$ cat src/rtl/mem_arbiter_pkg.sv
// Shared definitions for mem_arbiter: FSM states, port IDs and word-alignment mask.
`ifndef MEM_ARBITER_PKG_SV
`define MEM_ARBITER_PKG_SV
package mem_arbiter_pkg;

    typedef enum logic [1:0] {
        ST_IDLE   = 2'd0,
        ST_ACCESS = 2'd1,
        ST_RESP   = 2'd2
    } state_e;

    localparam logic PORT_IF = 1'b0;
    localparam logic PORT_D  = 1'b1;

    localparam logic [1:0] ALIGN_MASK = 2'b11;

endpackage
`endif

$ cat src/rtl/mem_arbiter_arb_pick.sv
// Combinational grant selection; MEM_ARB_RR_EN selects round-robin, otherwise data port has fixed priority.
module arb_pick
    import mem_arbiter_pkg::*;
(
    input  logic if_req,
    input  logic d_req,
    input  logic last_grant,
    output logic grant
);

    always_comb begin
        grant = last_grant;
`ifdef MEM_ARB_RR_EN
        if (if_req && d_req) begin
            grant = (last_grant == PORT_IF) ? PORT_D : PORT_IF;
        end else if (d_req) begin
            grant = PORT_D;
        end else if (if_req) begin
            grant = PORT_IF;
        end
`else
        if (d_req) begin
            grant = PORT_D;
        end else if (if_req) begin
            grant = PORT_IF;
        end
`endif
    end

endmodule

$ cat src/rtl/mem_arbiter.sv
// Two-port (instruction/data) arbiter onto one memory with a fixed 3-cycle IDLE/ACCESS/RESP sequence.
// Optional macro MEM_ARB_RR_EN enables round-robin arbitration between simultaneous requests.
module mem_arbiter
    import mem_arbiter_pkg::*;
#(
    parameter int ADDR_W    = 32,
    parameter int DATA_W    = 32,
    parameter int MEM_BYTES = 1024
) (
    input  logic              clk,
    input  logic              rst_n,
    input  logic              if_req,
    input  logic [ADDR_W-1:0] if_addr,
    output logic              if_ack,
    output logic [DATA_W-1:0] if_rdata,
    output logic              if_err,
    input  logic              d_req,
    input  logic              d_we,
    input  logic [ADDR_W-1:0] d_addr,
    input  logic [DATA_W-1:0] d_wdata,
    output logic              d_ack,
    output logic [DATA_W-1:0] d_rdata,
    output logic              d_err,
    output logic [ADDR_W-1:0] mem_addr,
    output logic [DATA_W-1:0] mem_wdata,
    output logic              mem_rd,
    output logic              mem_wr,
    input  logic [DATA_W-1:0] mem_rdata
);

    localparam logic [ADDR_W-1:0] MAX_ADDR = ADDR_W'(MEM_BYTES - 4);

    state_e            state_q, state_d;
    logic              grant_q, grant_d;
    logic              we_q, we_d;
    logic              fault_q, fault_d;
    logic [ADDR_W-1:0] mem_addr_q, mem_addr_d;
    logic [DATA_W-1:0] mem_wdata_q, mem_wdata_d;
    logic              mem_rd_q, mem_rd_d;
    logic              mem_wr_q, mem_wr_d;
    logic              if_ack_q, if_ack_d;
    logic              d_ack_q, d_ack_d;
    logic              if_err_q, if_err_d;
    logic              d_err_q, d_err_d;
    logic [DATA_W-1:0] if_rdata_q, if_rdata_d;
    logic [DATA_W-1:0] d_rdata_q, d_rdata_d;
    logic              pick;
    logic              last_grant;
    logic [ADDR_W-1:0] sel_addr;
    logic              sel_we;
    logic              sel_fault;
    logic [DATA_W-1:0] resp_data;

`ifdef MEM_ARB_RR_EN
    logic last_grant_q, last_grant_d;
    assign last_grant = last_grant_q;
`else
    assign last_grant = PORT_IF;
`endif

    arb_pick u_arb_pick (
        .if_req     (if_req),
        .d_req      (d_req),
        .last_grant (last_grant),
        .grant      (pick)
    );

    always_comb begin
        state_d     = state_q;
        grant_d     = grant_q;
        we_d        = we_q;
        fault_d     = fault_q;
        mem_addr_d  = mem_addr_q;
        mem_wdata_d = mem_wdata_q;
        mem_rd_d    = 1'b0;
        mem_wr_d    = 1'b0;
        if_ack_d    = 1'b0;
        d_ack_d     = 1'b0;
        if_err_d    = 1'b0;
        d_err_d     = 1'b0;
        if_rdata_d  = if_rdata_q;
        d_rdata_d   = d_rdata_q;
        sel_addr    = (pick == PORT_D) ? d_addr : if_addr;
        sel_we      = (pick == PORT_D) && d_we;
        sel_fault   = ((sel_addr[1:0] & ALIGN_MASK) != 2'b00) || (sel_addr > MAX_ADDR);
        resp_data   = (fault_q || we_q) ? '0 : mem_rdata;
`ifdef MEM_ARB_RR_EN
        last_grant_d = last_grant_q;
`endif
        case (state_q)
            ST_IDLE: begin
                if (if_req || d_req) begin
                    state_d     = ST_ACCESS;
                    grant_d     = pick;
                    we_d        = sel_we;
                    fault_d     = sel_fault;
                    mem_addr_d  = sel_addr;
                    mem_wdata_d = (pick == PORT_D) ? d_wdata : '0;
                    // Strobes are registered, so they appear exactly in the ACCESS cycle.
                    mem_rd_d    = !sel_fault && !sel_we;
                    mem_wr_d    = !sel_fault && sel_we;
`ifdef MEM_ARB_RR_EN
                    last_grant_d = pick;
`endif
                end
            end
            ST_ACCESS: begin
                state_d = ST_RESP;
                if (grant_q == PORT_D) begin
                    d_ack_d   = 1'b1;
                    d_err_d   = fault_q;
                    d_rdata_d = resp_data;
                end else begin
                    if_ack_d   = 1'b1;
                    if_err_d   = fault_q;
                    if_rdata_d = resp_data;
                end
            end
            ST_RESP: begin
                state_d = ST_IDLE;
            end
            default: begin
                state_d = ST_IDLE;
            end
        endcase
    end

    always_ff @(posedge clk) begin
        if (!rst_n) begin
            state_q     <= ST_IDLE;
            grant_q     <= PORT_IF;
            we_q        <= 1'b0;
            fault_q     <= 1'b0;
            mem_addr_q  <= '0;
            mem_wdata_q <= '0;
            mem_rd_q    <= 1'b0;
            mem_wr_q    <= 1'b0;
            if_ack_q    <= 1'b0;
            d_ack_q     <= 1'b0;
            if_err_q    <= 1'b0;
            d_err_q     <= 1'b0;
            if_rdata_q  <= '0;
            d_rdata_q   <= '0;
`ifdef MEM_ARB_RR_EN
            last_grant_q <= PORT_IF;
`endif
        end else begin
            state_q     <= state_d;
            grant_q     <= grant_d;
            we_q        <= we_d;
            fault_q     <= fault_d;
            mem_addr_q  <= mem_addr_d;
            mem_wdata_q <= mem_wdata_d;
            mem_rd_q    <= mem_rd_d;
            mem_wr_q    <= mem_wr_d;
            if_ack_q    <= if_ack_d;
            d_ack_q     <= d_ack_d;
            if_err_q    <= if_err_d;
            d_err_q     <= d_err_d;
            if_rdata_q  <= if_rdata_d;
            d_rdata_q   <= d_rdata_d;
`ifdef MEM_ARB_RR_EN
            last_grant_q <= last_grant_d;
`endif
        end
    end

    assign if_ack    = if_ack_q;
    assign if_err    = if_err_q;
    assign if_rdata  = if_rdata_q;
    assign d_ack     = d_ack_q;
    assign d_err     = d_err_q;
    assign d_rdata   = d_rdata_q;
    assign mem_addr  = mem_addr_q;
    assign mem_wdata = mem_wdata_q;
    assign mem_rd    = mem_rd_q;
    assign mem_wr    = mem_wr_q;

endmodule
$ cat config.mk
export PLATFORM = sky130hd
export DESIGN_NAME = mem_arbiter
export DESIGN_NICKNAME = d
export VERILOG_FILES = /design/src/rtl/mem_arbiter_pkg.sv /design/src/rtl/mem_arbiter_arb_pick.sv /design/src/rtl/mem_arbiter.sv
export SDC_FILE = /design/constraint.sdc
export NUM_CORES = 1
export LEC_CHECK = 0
export BUFFER_PORTS_ARGS = -buffer_cell sky130_fd_sc_hd__buf_2
export CORE_MARGIN = 3
export CORE_UTILIZATION = 50
export DETAILED_ROUTE_END_ITERATION = 6
export PLACE_DENSITY = 0.94
export SLEW_MARGIN = 20
export SYNTH_ARGS = -nofsm -noshare
export SYNTH_HDL_FRONTEND = slang
export SYNTH_SLANG_ARGS = --single-unit
$ cat constraint.sdc
create_clock -name clk -period 2 [get_ports clk]
set_input_delay 0.4 -clock clk [delete_from_list [all_inputs] [get_ports clk]]
set_output_delay 0.4 -clock clk [all_outputs]
set_load 0.005 [all_outputs]
==> flow_summary.json <==
{
  "outcome": "completed",
  "worstReg2RegStart": "state_q[1]",
  "place.gp.congestion": 0.827,
  "area_growth_pct": 36.4,
  "synthCells": 592,
  "crit_chain": "and2b_1 > nor2b_2 > buf_12 > nand3_1 > a21boi_0",
  "track_usage_pct": 24.8,
  "clockBufferDepth": 2,
  "cts_buffers": 17,
  "drt_wl_total_um": 15900,
  "first_pass_iters": 6,
  "cts_hold_buf": 0,
  "setup_slack_ns": 0.405,
  "routedWlPerCell_um": 16.1,
  "critPathCaptureType": "flip-flop",
  "ys.flop_type": "dfxtp_1",
  "hold_start": "d_we",
  "vias": 5327,
  "most-common-layout-cells": "buf_2, dfxtp_1, nand2_1, nand3_1, a21boi_0",
  "cp-start-kind": "flip-flop",
  "dieHeight_um": 112,
  "timing.final.crit_share_pct": 79.7,
  "synth_area_per_cell_um2": 9.42,
  "clkPwrFrac_pct": 44.8,
  "rsz0062_at_grt": "no",
  "diodes": 0,
  "path_max_fanout": 31,
  "cts_tree": "built",
  "mostFrequentLayoutCell": "buf_2",
  "seq_power_share_pct": 41.9,
  "worstPathRequired_ns": 2.41,
  "crit_family": "simple AND/OR/NAND/NOR gates",
  "core.rowCount": 37,
  "yosysWarningCount": 0,
  "setup_violations": 0,
  "cts.reportedPaths.clkPinSlew_ns": 0.06,
  "seq_area_mm2": 0.00278,
  "drive_above_1_share_pct": 37.3,
  "fin_nets": 971,
  "p_int_mw": 5.42,
  "final.setup.tns_ns": 0,
  "grt-ovfl-total": 0,
  "yosys-top-cells-area": "dfxtp_1, nand2_1, a21boi_0",
  "ctsResizeCount": 0,
  "place_ws_ns": 0.221,
  "powerDensity_mw_per_mm2": 950,
  "dieArea_mm2": 0.0125,
  "critPathLaunch": "state_q[1]",
  "yosysTopAreaCellShare_pct": 49.9,
  "ys_ff_latch": 139,
  "swShare_pct": 25.0,
  "grt_pass1_vias": 5199,
  "dp_hpwl_um": 11100,
  "netlist_area_mm2": 0.00557,
  "cts_setup_buffers": 0,
  "power_switching_mw": 1.81,
  "synth_top_area_cell": "dfxtp_1",
  "cp.arrival_ns": 2.01,
  "synth-edff-count": 0,
  "tightest_slew_ns": 0.389,
  "drv_cap": 0,
  "max_clock_freq_mhz": 627,
  "p_leak_nw": 3.77,
  "hold_class": "primary input to flip-flop",
  "worst-path-buf-inv": 1,
  "die_width_um": 112,
  "async_flop_share_pct": 0,
  "core_mm2": 0.0106,
  "critPathMaxStageDelay_ns": 0.32,
  "slew_headroom_pct": 74.1,
  "fillers": 770,
  "comb_power_share_pct": 13.3,
  "io_pins": 267,
  "cts.sinks": 139,
  "drc_errors": 0,
  "cts.htree.levels": 4,
  "antenna_found_initial": 0,
  "synth.yosys.seq_area_share_pct": 49.9,
  "multi_input_area_mm2": 0.00255,
  "slew_violations": 0,
  "grt_max_degree": 75,
  "grt_pass1_wl_um": 25200,
  "crit_type": "flip-flop to flip-flop",
  "cpMaxStageDelayCell": "nor2b_2",
  "antenna_left": 0,
  "root_buffer": "clkbuf_8",
  "skew_ns": 0.00886,
  "vdd_drop_max_uv": 979,
  "finalHoldViolations": 0,
  "viasPerCell": 5.40,
  "portBuffers": 266,
  "synth_nets": 725,
  "period_minus_slack_ns": 1.59,
  "start_util_pct": 52.6,
  "clk_latency_ns": 0.51,
  "synth.distinct_cells": 29,
  "drtIter0Drc": 567
}
[cell families (layout without fill, tap and decap cells)]
kind of cell | Yosys count | in the layout | synth area share [%]
compound gates | 136 | 136 | 19.7
buf+inv | 54 | 313 | 4.60
flops | 139 | 139 | 49.9
mux | 32 | 32 | 5.75
simple gates | 231 | 231 | 20.0
[per-stage QoR]
stage	utilization (%)	instance area (um^2)	power, mW	hold slack [ns]	cells
finish	71.7	7600	7.22	0.141	987
global route	71.7	7600	7.51	0.119	987
CTS	71.7	7600	7.27	0.112	987
detailed placement	66.0	6990	4.04	0.443	955
global placement	66.0	6990	4.01	0.438	955
floorplan	-	5570	3.59	0.441	592
[worst reg2reg max path, delay by kind of cell (launching register included)]
family / cells / cell delay [ns]
compound gates: 1 / 0.24
buf+inv: 1 / 0.24
simple gates: 3 / 0.72
flops: 1 / 0.30
[worst paths after layout]
check | endpoint | slack (ns) | depth (start not counted)
setup reg to reg | if_rdata[4] | 0.41 | 5
hold / removal | mem_wr | 0.14 | 3
setup / recovery | if_rdata[4] | 0.41 | 5
hold reg to reg | d_rdata[1] | 0.45 | 2
[routing by layer]
| metal | routed length [um] | GRT usage, % |
|---|---|---|
| met4 | 276 | 9.08 |
| met1 | 6230 | 28.4 |
| met3 | 1290 | 6.90 |
| met5 | 0 | 0 |
| met2 | 8090 | 44.2 |
[sequential cells by signal, summed over array words and instances, names as in the netlist, 2 cells and up]
register,count
mem_addr,32
d_rdata,32
if_rdata,32
mem_wdata,32
state_q,2
[synth_stat cells (2+ instances only)]
master and count:
dfxtp_1 139, nand2_1 101, nand3_1 66, a21boi_0 45
nor2b_1 34, o211a_1 33, a22oi_1 32, mux2i_1 32
buf_2 28, a21boi_1 20, clkbuf_1 20, nor4_1 8
and2_1 6, nor2_1 6, buf_4 3, nor4_2 3
a21oi_1 2, and3_1 2, nand4_1 2
[area by class of cell]
| cell class | count | share of cell area, % |
|---|---|---|
| Tap cell | 136 | 2.24 |
| Timing Repair Buffer | 280 | 19.6 |
| Sequential cell | 139 | 36.6 |
| Clock inverter | 13 | 2.50 |
| Multi-Input combinational cell | 399 | 33.5 |
| Inverter | 1 | 0.0494 |
| Clock buffer | 19 | 5.55 |
[power groups by stage]
stage	Combinational, mW	Sequential [mW]	Clock, mW
after floorplan	0.500	3.09	0
after global placement	0.935	3.08	0
after detailed placement	0.957	3.08	0
after CTS	0.965	3.02	3.28
after global routing	1.06	3.04	3.41
final	0.960	3.02	3.24
Note: power is estimated with default switching activity, not from simulation.
